`config.mk`:
```
export PLATFORM = sky130hd
export DESIGN_NAME = writeback_multi
export DESIGN_NICKNAME = d
export VERILOG_FILES = /design/src/rtl/writeback_multi.sv
export SDC_FILE = /design/constraint.sdc
export NUM_CORES = 1
export LEC_CHECK = 0
export BUFFER_PORTS_ARGS = -buffer_cell sky130_fd_sc_hd__buf_2
export CAP_MARGIN = 0
export CORE_AREA = 5 5 192 194
export DETAILED_ROUTE_END_ITERATION = 8
export DIE_AREA = 0 0 197 199
export PLACE_DENSITY = 0.68
export SLEW_MARGIN = 15
export SYNTH_ARGS = -nofsm -noshare
export SYNTH_HDL_FRONTEND = slang
export SYNTH_SLANG_ARGS = --single-unit
```
`constraint.sdc`:
```
create_clock -name clk -period 1.85 [get_ports clk]
set_clock_uncertainty 0.05 [all_clocks]
set_input_delay 0.37 -clock clk [delete_from_list [all_inputs] [get_ports clk]]
set_output_delay 0.37 -clock clk [all_outputs]
set_load 0.02 [all_outputs]
```
`src/rtl/writeback_multi.sv`:
```
// writeback_multi: multi-lane writeback stage with architectural HI/LO and an
// optional serialized retirement trace.
//
// Parameters
//   LANES        number of retiring lanes (1..4)
//   TRACE_DEPTH  trace FIFO entries (power of 2, >= LANES, >= 2)
//
// Ports
//   clk, rst                 rising-edge clock, asynchronous active-low reset
//   mem_*                    per-lane fields from the memory stage (packed, lane 0 in LSBs)
//   stall, flush             hold / clear the WB register (flush wins)
//   wb_valid, wb_we,
//   wb_writereg, wb_result   registered regfile write ports
//   hilo_hi, hilo_lo         architectural HI/LO
//   stall_req                upstream stall request (trace FIFO nearly full)
//   dbg_pc, dbg_we,
//   dbg_wnum, dbg_wdata      trace FIFO head, all zero when the FIFO is empty
//
// Build option
//   WB_DEBUG_TRACE_EN  defined: trace FIFO, stall_req and dbg_* are built.
//                      undefined: stall_req and dbg_* tied to zero.
module writeback_multi #(
    parameter int LANES       = 2,
    parameter int TRACE_DEPTH = 4
) (
    input  logic                clk,
    input  logic                rst,
    input  logic [LANES-1:0]    mem_valid,
    input  logic [LANES*32-1:0] mem_pc,
    input  logic [LANES*5-1:0]  mem_writereg,
    input  logic [LANES*32-1:0] mem_result,
    input  logic [LANES*4-1:0]  mem_regwrite,
    input  logic [LANES-1:0]    mem_hi_we,
    input  logic [LANES-1:0]    mem_lo_we,
    input  logic [LANES*32-1:0] mem_hi,
    input  logic [LANES*32-1:0] mem_lo,
    input  logic                stall,
    input  logic                flush,
    output logic [LANES-1:0]    wb_valid,
    output logic [LANES*4-1:0]  wb_we,
    output logic [LANES*5-1:0]  wb_writereg,
    output logic [LANES*32-1:0] wb_result,
    output logic [31:0]         hilo_hi,
    output logic [31:0]         hilo_lo,
    output logic                stall_req,
    output logic [31:0]         dbg_pc,
    output logic [3:0]          dbg_we,
    output logic [4:0]          dbg_wnum,
    output logic [31:0]         dbg_wdata
);

    logic                advance;
    logic [LANES-1:0]    vld_p1;
    logic [LANES-1:0]    hi_we_p1;
    logic [LANES-1:0]    lo_we_p1;
    logic [LANES*32-1:0] pc_p1;
    logic [LANES*32-1:0] res_p1;
    logic [LANES*32-1:0] hi_p1;
    logic [LANES*32-1:0] lo_p1;
    logic [LANES*5-1:0]  wreg_p1;
    logic [LANES*4-1:0]  rw_p1;

    // ---- stage p1: WB register ----
    always_ff @(posedge clk or negedge rst) begin
        if (!rst) begin
            vld_p1   <= '0;
            hi_we_p1 <= '0;
            lo_we_p1 <= '0;
            pc_p1    <= '0;
            res_p1   <= '0;
            hi_p1    <= '0;
            lo_p1    <= '0;
            wreg_p1  <= '0;
            rw_p1    <= '0;
        end else if (flush) begin
            vld_p1 <= '0;
        end else if (advance) begin
            vld_p1   <= mem_valid;
            hi_we_p1 <= mem_hi_we;
            lo_we_p1 <= mem_lo_we;
            pc_p1    <= mem_pc;
            res_p1   <= mem_result;
            hi_p1    <= mem_hi;
            lo_p1    <= mem_lo;
            wreg_p1  <= mem_writereg;
            rw_p1    <= mem_regwrite;
        end
    end

    assign wb_valid    = vld_p1;
    assign wb_writereg = wreg_p1;
    assign wb_result   = res_p1;

    // Writes to GPR 0 are architecturally discarded, so they never reach the port.
    always_comb begin
        wb_we = '0;
        for (int l = 0; l < LANES; l++) begin
            if (vld_p1[l] && (wreg_p1[l*5 +: 5] != 5'd0))
                wb_we[l*4 +: 4] = rw_p1[l*4 +: 4];
        end
    end

    // ---- stage p2: HI/LO architectural state ----
    // Ascending loop: the last assignment (highest lane) wins on conflict.
    always_ff @(posedge clk or negedge rst) begin
        if (!rst) begin
            hilo_hi <= '0;
            hilo_lo <= '0;
        end else begin
            for (int l = 0; l < LANES; l++) begin
                if (vld_p1[l] && hi_we_p1[l]) hilo_hi <= hi_p1[l*32 +: 32];
                if (vld_p1[l] && lo_we_p1[l]) hilo_lo <= lo_p1[l*32 +: 32];
            end
        end
    end

`ifdef WB_DEBUG_TRACE_EN
    localparam int PW = (TRACE_DEPTH > 1) ? $clog2(TRACE_DEPTH) : 1;
    localparam int CW = $clog2(TRACE_DEPTH + 1);
    localparam int EW = 32 + 4 + 5 + 32;

    logic [EW-1:0]    fifo_mem [TRACE_DEPTH];
    logic [PW-1:0]    wr_ptr;
    logic [PW-1:0]    rd_ptr;
    logic [CW-1:0]    count;
    logic             commit;
    logic             pop;
    logic [LANES-1:0] push_en;
    logic [PW-1:0]    wr_idx [LANES];
    logic [CW-1:0]    num_push;
    logic [EW-1:0]    head;

    // Based on the registered count only, so no path from stall/flush.
    assign stall_req = (CW'(TRACE_DEPTH) - count) < CW'(LANES);
    assign advance   = !stall && !stall_req;
    assign commit    = advance || flush;
    assign pop       = (count != '0);

    // Pushing lanes are packed into consecutive slots in ascending lane order.
    always_comb begin
        num_push = '0;
        push_en  = '0;
        for (int l = 0; l < LANES; l++) begin
            wr_idx[l]  = wr_ptr + PW'(num_push);
            push_en[l] = commit && (wb_we[l*4 +: 4] != 4'd0);
            num_push   = num_push + CW'(push_en[l]);
        end
    end

    // ---- stage p2: trace FIFO ----
    always_ff @(posedge clk) begin
        for (int l = 0; l < LANES; l++) begin
            if (push_en[l])
                fifo_mem[wr_idx[l]] <= {pc_p1[l*32 +: 32], wb_we[l*4 +: 4],
                                        wreg_p1[l*5 +: 5], res_p1[l*32 +: 32]};
        end
    end

    always_ff @(posedge clk or negedge rst) begin
        if (!rst) begin
            wr_ptr <= '0;
            rd_ptr <= '0;
            count  <= '0;
        end else begin
            wr_ptr <= wr_ptr + PW'(num_push);
            rd_ptr <= rd_ptr + PW'(pop);
            count  <= count + num_push - CW'(pop);
        end
    end

    assign head      = pop ? fifo_mem[rd_ptr] : '0;
    assign dbg_pc    = head[72:41];
    assign dbg_we    = head[40:37];
    assign dbg_wnum  = head[36:32];
    assign dbg_wdata = head[31:0];
`else
    logic unused_trace;

    assign stall_req    = 1'b0;
    assign advance      = !stall;
    assign dbg_pc       = '0;
    assign dbg_we       = '0;
    assign dbg_wnum     = '0;
    assign dbg_wdata    = '0;
    assign unused_trace = ^pc_p1 ^ (TRACE_DEPTH > 0);
`endif

endmodule

```
==> results_dict.tcl, run 1 <==
set metrics [dict create \
    outcome "finished, violations left" \
    violations "setup timing" \
    io_buffers 367 \
    grtUsageTotal_pct 20.08 \
    grt_pass1_wl_um 62980 \
    mostFrequentLayoutCells "359 x buf_2, 276 x dfrtp_1, 216 x dlygate4sd3_1, 104 x mux2_2, 100 x mux2_4" \
    ios 506 \
    final_net_count 1811 \
    r2r_start "wb_valid[0]" \
    drive_above_1_share_pct 49.32 \
    grt_overflow 0 \
    dp_cells 1727 \
    yosys_warnings 0 \
    r2r_cells 5 \
    synth_top_area_share_pct 54.15 \
    wl_um 41390 \
    synth_top_cell_by_area "dfrtp_1" \
    place.gp.congestion 0.7961 \
    timing.fmax_mhz 436.1 \
    cts_root_buf "clkbuf_16" \
    num_vias 10196 \
    ys_top_cells_by_area "dfrtp_1 54%, mux2_4 12%, mux2_2 9.1%" \
    arrival_ns 1.87 \
    die_w_um 197 \
    reg2reg_slack_ns 0.06 \
    clock-sinks 280 \
    period_share_pct 124.0 \
    crit_fanout 4 \
    critPathCaptureType "primary output" \
    ys_seq_area_share_pct 54.15 \
    worstSetupStartpointType "flop" \
    start_util_pct 36.92 \
    htree_num_levels 1 \
    cts_tree "yes" \
    coreArea_um2 35050 \
    crit_start "wb_writereg[0]" \
    clkTransAtPathRegs_ns 0.06 \
    finalHoldViolations 0 \
    crit_slowest_cell "or3_4" \
    ys_seq_elements 280 \
    slew_violations 0 \
    avgSynthCellArea_um2 13.91 \
    clock_path_buffers 3 \
    postRouteAntennaNets 0 \
    setup_violations 8 \
    antenna_found_initial 4 \
    area_growth_pct 45.37 \
    critical_path_class "reg -> out" \
    wire_per_inst_um 20.52 \
    num_rows 69 \
    final_cells 2017 \
    syn_area_um2 12940 \
    first_pass_iters 4 \
    hp-class "in -> reg" \
    setup_slack_ns -0.4432 \
    cap_viol_max_count 0 \
    dieHeight_um 199 \
    power.density_nw_per_um2 1096 \
    cpPeakStageDelay_ns 0.42 \
    grt_pass1_vias 11020 \
    die_area_um2 39200 \
    cp-endpoint "wb_we[1]" \
    fin_crit_ns 2.293 \
    worst_slew_pin_slew_ns 0.5780 \
    dr.first_iter.drc_count 531 \
    synth_cell_types 22 \
    layout_commonest_cell "buf_2" \
    leakage_nw 8.689 \
    worst_r2r_endpoint "hilo_lo[11]" \
    drcViolationCount 0 \
    irDropWorstVdd_v 0.0008950 \
    viasPerCell 5.055 \
    clk-insertion-delay-late_ns 0.58 \
    setup_tns_ns -3.325 \
    required_ns 1.43 \
    place_hpwl_um 26120 \
    grt_max_degree 65 \
    path_cells "or3_4 -> o311a_1 -> buf_6" \
    netlist_instances 930 \
    relSlewSlack_pct 61.47 \
    fillers 2796 \
    cts-buffers-inserted 31 \
    rsz0062_at_grt "true" \
]
flip-flops by register name (all words and copies together) (netlist names):
register     cells
hi_p1           64
wb_writereg     10
hilo_hi         32
lo_we_p1         2
wb_valid         2
hi_we_p1         2
hilo_lo         32
wb_result       64
rw_p1            8
lo_p1           64
how the worst min path moves through the flow:
stage	start	endpoint	slack (ns)	depth (start not counted)
final	mem_lo[27]	lo_p1[27]	0.03	2
after global placement	rst	wb_result[46]	0.32	1
after global routing	mem_lo[27]	lo_p1[27]	0.006	2
after floorplan	rst	hi_p1[0]	0.02	0
after CTS	mem_lo[27]	lo_p1[27]	0.001	2
after detailed placement	rst	wb_result[46]	0.33	1
area by class of cell:
type | count | area [µm²] | area share (%)
Multi-Input combinational cell | 563 | 5171 | 27.49
Tap cell | 461 | 576.8 | 3.066
Timing Repair Buffer | 651 | 4898 | 26.04
Sequential cell | 280 | 7017 | 37.30
Clock inverter | 9 | 185.2 | 0.9844
Clock buffer | 48 | 949.7 | 5.049
Antenna cell | 5 | 12.51 | 0.06652
power breakdown:
group / switching [W] / internal (W) / leakage [nW]
Clock: 0.00255 / 0.00421 / 0.560
Combinational: 0.00302 / 0.00266 / 4.88
Sequential: 0.000816 / 0.00736 / 3.24
Total: 0.00639 / 0.0142 / 8.69
worst max-delay path: cells and delay by family, from the launching register on:
kind / cells / cell delay, ns
AO/OA/AOI/OAI: 1 / 0.33
buffers and inverters: 1 / 0.14
flip-flops: 1 / 0.40
AND/OR/NAND/NOR: 1 / 0.42
cells by family after synthesis:
logic type             Yosys count  share of synthesized area [%]
flip-flops                     280                          54.15
multiplexers                   216                          21.68
AO/OA/AOI/OAI                  196                          12.72
buffers and inverters          160                          8.238
AND/OR/NAND/NOR                 77                          3.181
other                            1                        0.02898
layer usage:
| metal | track usage (%) | vias up | share of wire (%) |
|---|---|---|---|
| met1 | 24.68 | 5105 | 39 |
| met4 | 8.089 | 0 | 4.2 |
| met5 | 0 | - | 0 |
| li1 | - | 4511 | - |
| met3 | 4.743 | 99 | 7.7 |
| met2 | 34.28 | 481 | 49 |
cell usage after synthesis:
master and instances:
dfrtp_1 280, mux2_2 104, mux2_4 100, buf_4 74, a21bo_2 64, a31oi_1 64, nand3_1 64, a221oi_1 58
buf_2 42, clkbuf_1 21, buf_6 18, mux2_1 10, o311a_1 8, and3b_1 6, buf_1 5, a22o_1 2
mux2i_1 2, nand2_1 2, nor2_1 2, or3_1 2, conb_1 1, nor2_4 1
stage by stage:
stage	hold WS [ns]	total power (W)	util, %	instance area (µm²)	setup slack (ns)
global route	0.005769	0.02152	53.66	18810	-0.5028
global placement	0.3189	0.01325	43.62	15290	0.1584
finish	0.03123	0.02062	53.67	18810	-0.4432
CTS	0.001312	0.02067	53.53	18760	-0.4559
detailed placement	0.3329	0.01339	43.62	15290	0.1359
floorplan	0.02441	0.01145	-	13210	0.1706
repair_timing:
action                                 CTS  global route
endpoints found under the hold margin  260             0
gates resized for setup                 18             7
cloned                                   1             0
pin swaps                                1             0
setup endpoints to repair               10            56
hold buffers                           216             0
buffers inserted                        10             1
Power figures use the tool's default switching activity.
==> run 2, diff against run 1 <==
HOLD_SLACK_MARGIN = 0.15   (was unset)
==> run 2 against run 1 <==
  * The run still ends with setup timing left
  * Critical path type unchanged
  * Fmax rose by 0.99%
  * Critical path depth did not move
  * Combinational power about the same
  * Global-route usage is essentially flat
  * Core utilization rose by 0.075 points
  * Non-clock buffer count grew 3
  * Critical endpoint is now wb_we[6]
==> results_dict.tcl, run 2 (same netlist as run 1, synthesis figures left out) <==
set metrics [dict create \
    arrival_ns 1.85 \
    crit_fanout 4 \
    cts_root_buf "clkbuf_16" \
    drive_above_1_share_pct 49.23 \
    top_layer_used "met4" \
    dieHeight_um 199 \
    drcViolationCount 0 \
    wl_um 41420 \
    grt_pass1_wl_um 62980 \
    viasPerCell 5.055 \
    num_vias 10212 \
    worst_r2r_endpoint "wb_valid[1]" \
    layout_commonest_cell "buf_2" \
    grtUsageTotal_pct 20.08 \
    area_growth_pct 45.57 \
    clkTransAtPathRegs_ns 0.06 \
    num_rows 69 \
    setup_violations 8 \
    irDropWorstVdd_v 0.0008865 \
    mostFrequentLayoutCells "359 x buf_2, 276 x dfrtp_1, 219 x dlygate4sd3_1, 104 x mux2_2, 100 x mux2_4" \
    final_cells 2020 \
    dp_cells 1727 \
    fin_crit_ns 2.271 \
    htree_num_levels 1 \
    cts-buffers-inserted 31 \
    clock_path_buffers 3 \
    critical_path_class "reg -> out" \
    hp-class "in -> async" \
    worst_slew_pin_slew_ns 0.5793 \
    power.density_nw_per_um2 1094 \
    finalHoldViolations 0 \
    grt_overflow 0 \
    clock-sinks 280 \
    rsz0062_at_grt "true" \
    post_dp_cell_area_um2 15290 \
    r2r_start "wb_valid[1]" \
    reg2reg_slack_ns 0.05 \
    outcome "finished, violations left" \
    start_util_pct 36.92 \
    postRouteAntennaNets 0 \
    clk-insertion-delay-late_ns 0.58 \
    r2r_cells 5 \
    dr.first_iter.drc_count 477 \
    slew_violations 0 \
    timing.fmax_mhz 440.4 \
    cp-endpoint "wb_we[6]" \
    wl_met2_um 20550 \
    worstSetupStartpointType "flop" \
    coreArea_um2 35050 \
    wl_met3_um 3073 \
    antenna_found_initial 4 \
    required_ns 1.43 \
    die_w_um 197 \
    fin_area_um2 18840 \
    io_buffers 367 \
    final_net_count 1814 \
    m1WireLength_um 16040 \
    wire_per_inst_um 20.50 \
    place_hpwl_um 26120 \
    setup_slack_ns -0.4206 \
    grt_pass1_vias 11057 \
    cap_viol_max_count 0 \
    critPathCaptureType "primary output" \
    ios 506 \
    first_pass_iters 5 \
    relSlewSlack_pct 61.38 \
    fillers 2788 \
    cts_tree "yes" \
    place.gp.congestion 0.7961 \
    violations "setup timing" \
    grt_max_degree 65 \
    leakage_nw 8.700 \
    fin_util_pct 53.74 \
    crit_start "wb_writereg[6]" \
    die_area_um2 39200 \
    period_share_pct 122.7 \
]
==> run 2: area by class of cell <==
| type | instances | area (µm²) | share of cell area, % |
|---|---|---|---|
| multi-input cells | 563 | 5171 | 27.45 |
| well taps | 461 | 576.8 | 3.062 |
| diodes | 5 | 12.51 | 0.06642 |
| repair buffers | 654 | 4925 | 26.14 |
| clock buffers | 48 | 949.7 | 5.042 |
| flip-flops and latches | 280 | 7017 | 37.25 |
| clock inverters | 9 | 185.2 | 0.9831 |
==> run 2: worst min-delay path by stage <==
stage / end / cells after the start / slack [ns] / startpoint
final: wb_result[3] / 2 / 0.32 / rst
after global routing: wb_result[3] / 2 / 0.35 / rst
after CTS: wb_result[46] / 2 / 0.28 / rst
after detailed placement: wb_result[46] / 1 / 0.33 / rst
after global placement: wb_result[46] / 1 / 0.32 / rst
after floorplan: hi_p1[0] / 0 / 0.02 / rst
==> run 2: layer usage <==
layer	track usage (%)	up-vias
met2	34.86	495
met4	7.447	0
li1	-	4518
met5	0	-
met3	4.472	102
met1	24.59	5097
==> run 2: worst max-delay path, stage by stage (launching register included) <==
cell and delay (ns):
dfrtp_1 0.38, or3_4 0.40, o311a_1 0.32, buf_2 0.17
==> run 2: through the flow <==
step           hold WS, ns  setup WS (ns)  setup TNS (ns)  power (W)
6_report            0.3160        -0.4206          -3.243    0.02060
5_1_grt             0.3504        -0.4810          -3.729    0.02151
4_1_cts             0.2830        -0.4559          -3.613    0.02067
3_5_place_dp        0.3329         0.1359               0    0.01339
3_3_place_gp        0.3189         0.1584               0    0.01325
2_1_floorplan      0.02441         0.1706               0    0.01145
==> run 2: repair_timing <==
action | CTS | global route
hold buffers | 219 | 0
pin swaps | 1 | 0
gates cloned | 1 | 0
setup buffers | 10 | 1
gates resized for setup | 18 | 6
endpoints found under the setup margin | 10 | 53
hold endpoints to repair | 419 | 0
==> run 2: report_power, final <==
group	switching (W)	internal (W)	leakage (nW)	total [W]
Combinational	0.00301	0.00267	4.89	0.00568
Clock	0.00252	0.00421	0.560	0.00674
Sequential	0.000822	0.00736	3.24	0.00818
==> run 3, diff against run 2 <==
clock period = 2.4 ns   (was 1.85 ns; I/O delays follow)
==> run 3 against run 2 <==
  * The flow now finishes without violations
  * Via count fell by 2.7%
  * Clock-buffer cell count fell by 3
  * Core utilization fell by 1.5 points
  * Die area did not move
  * Sequential power fell by 23%
  * Setup slack improved by 0.44 ns
  * Combinational power fell by 26%
  * Clock power fell by 27%
  * Largest power group unchanged
==> results_dict.tcl, run 3 (same netlist as run 1, synthesis figures left out) <==
set metrics [dict create \
    grt_max_degree 81 \
    dp_slack_ns 0.4987 \
    r2r_cells 3 \
    die_w_um 197 \
    grt_overflow 0 \
    clock-sinks 280 \
    cpPeakStageDelay_ns 0.41 \
    cts-buffers-inserted 30 \
    drive_above_1_share_pct 47.79 \
    wl_um 39090 \
    place.gp.congestion 0.7997 \
    comb_power_share_pct 27.3 \
    grt_pass1_vias 10702 \
    mostFrequentLayoutCells "362 x buf_2, 276 x dfrtp_1, 218 x dlygate4sd3_1, 104 x mux2_2, 100 x mux2_4" \
    finalHoldViolations 0 \
    final_net_count 1781 \
    period_share_pct 99.06 \
    drcViolationCount 0 \
    crit_fanout 4 \
    required_ns 1.87 \
    timing.fmax_mhz 420.6 \
    leakage_nw 8.426 \
    antenna_found_initial 4 \
    postRouteAntennaNets 0 \
    layout_commonest_cell "buf_2" \
    wire_per_inst_um 19.70 \
    crit_cells 3 \
    worst_slew_pin_slew_ns 0.5564 \
    clock_path_buffers 3 \
    worstSetupStartpointType "flop" \
    seqPwrFrac_pct 40.8 \
    start_util_pct 36.92 \
    p_sw_share_pct 31.02 \
    setup_slack_ns 0.02260 \
    power.switching_w 0.004779 \
    rsz0062_at_grt "true" \
    final_cells 1984 \
    num_rows 69 \
    die_area_um2 39200 \
    relSlewSlack_pct 62.90 \
    cp.buffers_inverters 1 \
    dr.first_iter.drc_count 461 \
    outcome "finished, final reports clean" \
    cp_top_family "flip-flops" \
    cts_root_buf "clkbuf_16" \
    dp_cells 1703 \
    fin_crit_ns 2.377 \
    setup_violations 0 \
    multi_input_area_um2 5151 \
    ios 506 \
    total_power_w 0.01541 \
    clockPowerShare_pct 31.9 \
    place_hpwl_um 24990 \
    irDropWorstVdd_v 0.0005558 \
    clk-insertion-delay-late_ns 0.56 \
    grt_pass1_wl_um 60390 \
    num_vias 9933 \
    hp-class "in -> reg" \
    min_path_cells 3 \
    viasPerCell 5.007 \
    critPathCaptureType "primary output" \
    coreArea_um2 35050 \
    arrival_ns 1.85 \
    path_cells "or3_4 -> o311a_1 -> buf_2" \
    fin_area_um2 18310 \
    area_growth_pct 41.51 \
    first_pass_iters 5 \
    internal_power_w 0.01063 \
    clkTransAtPathRegs_ns 0.06 \
    htree_num_levels 1 \
    post_dp_cell_area_um2 15000 \
    seqCellArea_um2 7017 \
    power.density_nw_per_um2 841.4 \
    dieHeight_um 199 \
    io_buffers 367 \
    slew_violations 0 \
    cap_viol_max_count 0 \
    crit_slowest_cell "dfrtp_1" \
    critical_path_class "reg -> out" \
    grtUsageTotal_pct 19.15 \
    cts_tree "yes" \
    fillers 2849 \
]
## run 3: power by group through the flow
stage               Sequential, W  Combinational [W]  Clock (W)
finish                    0.00628            0.00421    0.00491
global route              0.00640            0.00452    0.00520
CTS                       0.00627            0.00420    0.00500
detailed placement        0.00633            0.00389          0
global placement          0.00630            0.00382          0
floorplan                 0.00691            0.00192          0
## run 3: worst paths after layout
path                                     start       endpoint  slack (ns)
worst max-delay path            wb_writereg[0]       wb_we[1]        0.02
worst min-delay path                     stall    wb_valid[0]        0.27
worst max register to register     lo_we_p1[0]    hilo_lo[26]        0.78
worst min register to register       hi_p1[56]      hi_p1[56]        0.44
max in group asynchronous                  rst    wb_valid[1]        1.14
min in group asynchronous                  rst  wb_result[37]        0.41
## run 3: repair_timing
item                                    in CTS  in global routing
endpoints found under the hold margin      267                  0
pin swaps                                    0                  2
hold buffers                               218                  0
gates resized for setup                      2                  8
endpoints found under the setup margin       8                  8
setup buffers                                1                  4
## run 3: layout make-up
type,instances,area share (%)
clock inverters,9,0.8268
repair buffers,622,24.61
multi-input cells,563,28.13
diodes,4,0.05466
well taps,461,3.150
flip-flops and latches,280,38.32
clock buffers,45,4.906
## run 3: worst min-delay path: cells and delay by family
kind | cells | cell delay [ns]
and+or+nand+nor | 1 | 0.09
buffers and inverters | 1 | 0.16
muxes | 1 | 0.10
## run 3: layer usage
metal  track usage, %  routed length [µm]  vias up
li1                 -                   -     4445
met1            23.38               15210     4955
met2            32.89               19290      447
met3            5.149                3261       86
met4            6.703                1325        0
met5                0                   0        -
## run 3: stage by stage
stage	hold slack [ns]	setup TNS, ns	util, %
after floorplan	0.1344	0	-
after global routing	0.2453	-0.2149	52.23
final	0.2688	0	52.24
after detailed placement	0.4207	0	42.79
after global placement	0.4124	0	42.79
after CTS	0.2113	-0.01175	52.06
